==> src/rtl/pipe_stage_reg.sv <==
// Elastic inter-stage pipeline register carrying control and data bundles.
// Updates on the falling clock edge. An optional skid slot lets in_ready_o come from a flop.
module pipe_stage_reg #(
    parameter int unsigned       DATA_W   = 128,
    parameter int unsigned       CTRL_W   = 16,
    parameter logic [CTRL_W-1:0] CTRL_NOP = '0,
    parameter bit                SKID     = 1'b1
) (
    input  logic              clk_i,
    input  logic              reset_i,
    input  logic              in_valid_i,
    output logic              in_ready_o,
    input  logic [CTRL_W-1:0] in_ctrl_i,
    input  logic [DATA_W-1:0] in_data_i,
    input  logic              flush_i,
    output logic              out_valid_o,
    input  logic              out_ready_i,
    output logic [CTRL_W-1:0] out_ctrl_o,
    output logic [DATA_W-1:0] out_data_o,
    output logic [1:0]        occupancy_o
);

    logic              main_valid_q, main_valid_d;
    logic [CTRL_W-1:0] main_ctrl_q, main_ctrl_d;
    logic [DATA_W-1:0] main_data_q, main_data_d;

    logic              skid_valid_q;
    logic [CTRL_W-1:0] skid_ctrl_q;
    logic [DATA_W-1:0] skid_data_q;

    logic accept;
    logic deliver;

    assign accept  = in_valid_i & in_ready_o;
    assign deliver = main_valid_q & out_ready_i;

    // Main slot refills from skid first so beats keep arrival order.
    always_comb begin
        main_valid_d = main_valid_q;
        main_ctrl_d  = main_ctrl_q;
        main_data_d  = main_data_q;
        if (!main_valid_q || deliver) begin
            if (skid_valid_q) begin
                main_valid_d = 1'b1;
                main_ctrl_d  = skid_ctrl_q;
                main_data_d  = skid_data_q;
            end else if (accept) begin
                main_valid_d = 1'b1;
                main_ctrl_d  = in_ctrl_i;
                main_data_d  = in_data_i;
            end else begin
                main_valid_d = 1'b0;
                main_ctrl_d  = CTRL_NOP;
            end
        end
        if (flush_i) begin
            main_valid_d = 1'b0;
            main_ctrl_d  = CTRL_NOP;
            main_data_d  = main_data_q;
        end
    end

    always_ff @(negedge clk_i or posedge reset_i) begin
        if (reset_i) begin
            main_valid_q <= 1'b0;
            main_ctrl_q  <= CTRL_NOP;
            main_data_q  <= '0;
        end else begin
            main_valid_q <= main_valid_d;
            main_ctrl_q  <= main_ctrl_d;
            main_data_q  <= main_data_d;
        end
    end

    if (SKID) begin : g_skid
        logic              skid_valid_d;
        logic [CTRL_W-1:0] skid_ctrl_d;
        logic [DATA_W-1:0] skid_data_d;

        // Skid only catches a beat that arrives while main is full and stalled.
        always_comb begin
            skid_valid_d = skid_valid_q;
            skid_ctrl_d  = skid_ctrl_q;
            skid_data_d  = skid_data_q;
            if (skid_valid_q && deliver) begin
                skid_valid_d = 1'b0;
            end else if (main_valid_q && !deliver && accept) begin
                skid_valid_d = 1'b1;
                skid_ctrl_d  = in_ctrl_i;
                skid_data_d  = in_data_i;
            end
            if (flush_i) begin
                skid_valid_d = 1'b0;
            end
        end

        always_ff @(negedge clk_i or posedge reset_i) begin
            if (reset_i) begin
                skid_valid_q <= 1'b0;
                skid_ctrl_q  <= CTRL_NOP;
                skid_data_q  <= '0;
            end else begin
                skid_valid_q <= skid_valid_d;
                skid_ctrl_q  <= skid_ctrl_d;
                skid_data_q  <= skid_data_d;
            end
        end

        assign in_ready_o = ~skid_valid_q;
    end else begin : g_no_skid
        assign skid_valid_q = 1'b0;
        assign skid_ctrl_q  = CTRL_NOP;
        assign skid_data_q  = '0;
        assign in_ready_o   = ~main_valid_q | out_ready_i;
    end

    assign out_valid_o = main_valid_q;
    assign out_ctrl_o  = main_ctrl_q;
    assign out_data_o  = main_data_q;
    assign occupancy_o = {1'b0, main_valid_q} + {1'b0, skid_valid_q};

endmodule

==> config.mk <==
export PLATFORM = sky130hd
export DESIGN_NAME = pipe_stage_reg
export DESIGN_NICKNAME = d
export VERILOG_FILES = /design/src/rtl/pipe_stage_reg.sv
export SDC_FILE = /design/constraint.sdc
export NUM_CORES = 1
export LEC_CHECK = 0
export CORE_ASPECT_RATIO = 0.5
export CORE_UTILIZATION = 46
export DETAILED_ROUTE_END_ITERATION = 8
export GPL_TIMING_DRIVEN = 0
export PLACE_DENSITY = 0.77
export SETUP_SLACK_MARGIN = 0.5
export SLEW_MARGIN = 20
export SYNTH_ARGS = -nofsm -noshare
export SYNTH_HDL_FRONTEND = slang
export SYNTH_SLANG_ARGS = --single-unit
==> constraint.sdc <==
create_clock -name clk_i -period 10.3 [get_ports clk_i]
set_input_delay 2.06 -clock clk_i [delete_from_list [all_inputs] [get_ports clk_i]]
set_output_delay 2.06 -clock clk_i [all_outputs]
set_load 0.01 [all_outputs]
# Word level (Yosys, flattened, before mapping)

Cells that the tools add are included.

Bitwise gates (word level): 5
Mux-type cells: 13
Reduce and logical (&&, ||, !) cells: 11
$add $sub $neg: 1

Operators with widths:

| operator             | number |
|---|---|
| 2-to-1 mux 128 bit   | 2 |
| 2-to-1 mux 16 bit    | 4 |
| 2-to-1 mux 1 bit     | 7 |
| nonzero test 2 bit   | 2 |
| logical AND 1 bit    | 3 |
| inverter 1 bit       | 3 |
| AND reduction 3 bit  | 1 |
| nonzero test 3 bit   | 1 |
| adder 1 x 1 -> 2 bit | 1 |
| bitwise AND 1 bit    | 2 |
| zero test 1 bit      | 2 |
| AND reduction 2 bit  | 1 |
| logical OR 1 bit     | 1 |

Logic and storage cells: 36
Output and inout bits: 148
Register bits: 290
Bits of input ports: 149

# Logic depth before layout (Yosys ltp)

Word-level depth: 7
Gate-level depth with buffers: 7
Mapped depth without buffers: 3

==> metrics.txt <==
run status finished clean; CP arrival 7000 ps; cell internal pwr 2.65 mW; CTS root buf clkbuf_16; Final nets 1302; hold slack final 447 ps; post-CTS setup buffers 0; DRC Markers 0; Leakage 7.24 nW; syn_area_per_cell 15.6 um2; CTS-repair resized insts 0; top cells by count, synth mux2_2, dfrtn_1, mux2_4; warnings from Yosys 0; main area contributors after synthesis dfrtn_1, mux2_2, mux2_4; number of global-route vias before repair 8873; CTS tree done; Syn-to-layout area delta 35.1%; cell taking the most area after synthesis dfrtn_1; WS Path Type reg -> out; Seq/Total Area, Yosys 0.567; largest net degree at the start of global routing 36; CP delay by family, top flip-flops; Ports 297; total grt overflow 0; initial antenna violation count 5; crit-path cells ha_1 -> clkdlybuf4s50_1; cts hold-fix bufs 0; Flop pwr share 0.457; Buf+Inv Stages, Crit Path 1; crit-path max FO 5; Syn Nets between 900 and 1000; Setup-failing EPs final 0; Die H 120 um; worst r2r src skid_valid_q; Worst Hold Class reg -> reg; DP HPWL 22500 um; die footprint between 20000 and 30000 um2; Design Power 3.58 mW; Buffers on Ports 295; Netlist cell types 22; Max VDD drop 0.123 mV; Core ar. approximately 27000 um2; Synth async-reset ratio 1.00; Setup WS post-layout between 1000 and 1500 ps; share of layout cells above drive strength 1 0.427; Max Buffers Root-to-Sink 3; total net switching power 935 uW; clock share of power 0.279; CP Launch Type flip-flop; MaxCap Viol Count 0; worst-margin pin slew just under 800 ps; gp weighted congestion 0.794; Fin Setup TNS 0 ps; Worst Setup SP out_valid_o; Largest stage delay, worst path around 550 ps; first-pass GRT wire length approximately 49000 um; GRT Total Usage 0.222; Worst-path clk slew 50 ps; top_reg_cell synth dfrtn_1; Data required, critical path 8240 ps; CTS Sinks 290; Hold Path Origin skid_data_q[86]; synthesized area 12800 um2; 1st-iter DRT viols 282; Slew Limit Fails 0; Final Hold Viols 0; clk_skew ~13 ps; critical path capture point type primary output; number of synthesized register bits 290; Switching Share 0.261; die width 238 um; Place WS ~1100 ps; Worst slew margin 0.487; wire per inst 19.9 um; combinational share of power 0.264; Cell Rows 42; EDFF count, synth 0; clock latency on the worst-skew pair roughly 540 ps; DR pass1 iterations 4; H-tree levels 1; Mapped Cells between 800 and 900; top-area cell type share of the netlist area 0.567; antenna viol nets, final 0; via count 7940; Pwr per Cell Area 207 nW/um2; DR vias/cell around 5.1; initial core utilization 0.476; final WL 30900 um; top-count cell post-synth mux2_2; CTS Buf Count 27; unrepaired setup endpoints after global routing false; Slowest cell on crit path dfrtn_1
metal layers:
metal  wire (um)  vias to the layer above  track usage  part of all wire
li1            -                     3610            -                 -
met1       12600                     4142        0.271              0.41
met2       16600                      133        0.400              0.54
met3         796                       55       0.0297             0.026
met4         950                        0       0.0835             0.031
met5           0                        -            0                 0
cell type report:
cell class,count,area (um2)
timing repair buffer,304,3140
inverter,2,11.3
clock inverter,15,140
tap,374,468
clock buffer,34,732
buffer,53,384
fill,1989,9560
sequential,290,7260
multi-input combinational,474,5140
antenna,5,12.5
layout by cell type, fill, tap and decap left out, types with 2 or more instances in the layout:
cell type	netlist	layout
clkbuf_16	0	27
clkdlybuf4s50_1	0	295
buf_8	6	6
nor2_1	2	2
clkbuf_8	0	3
diode_2	0	5
clkinvlp_4	0	4
bufinv_16	0	2
a22o_1	16	16
buf_4	14	14
clkinv_2	0	8
nand2_1	32	32
dfrtn_1	290	290
mux2_4	60	60
o21ai_0	16	16
buf_12	0	8
clkbuf_1	11	15
mux2_2	340	340
buf_2	16	16
buf_6	6	6
path summary, 6_finish.rpt:
path / end / slack (ps) / cells after the start
max: occupancy_o[0] / 1240 / 2
min: skid_data_q[86] / 450 / 1
max reg2reg: out_data_o[63] / 8120 / 4
min reg2reg: skid_data_q[86] / 450 / 1
max in group asynchronous: out_data_o[105] / 2350 / 5
min in group asynchronous: out_data_o[34] / 6940 / 2
power by group through the flow:
stage	combinational (mW)	sequential [mW]	clock, mW
after detailed placement	0.956	1.65	0
after global routing	1.01	1.68	1.07
after floorplan	0.454	1.67	0
after global placement	0.918	1.63	0
final	0.946	1.64	0.997
after CTS	0.960	1.64	1.02
metrics by stage:
| stage | area (um2) | util | instances |
|---|---|---|---|
| floorplan | 12800 | - | 819 |
| global placement | 16200 | 0.604 | 1488 |
| detailed placement | 16400 | 0.611 | 1497 |
| CTS | 17300 | 0.643 | 1546 |
| global route | 17300 | 0.644 | 1551 |
| finish | 17300 | 0.644 | 1551 |
logic make-up (layout without fill, tap and decap cells):
family	Yosys count	count (layout)	synth area share
buffers and inverters	55	408	0.0306
other	0	5	0
DFF	290	290	0.567
and+or+nand+nor	39	39	0.0133
AOI/OAI and AO/OA	34	34	0.0182
muxes	400	400	0.370
adders and majority gates	1	1	0.000978
flip-flops by register name (all words and copies together) (netlist names):
register	cells
out_valid_o	1
skid_ctrl_q	16
skid_data_q	128
out_ctrl_o	16
skid_valid_q	1
out_data_o	128
(Power assumes the default switching activity.)
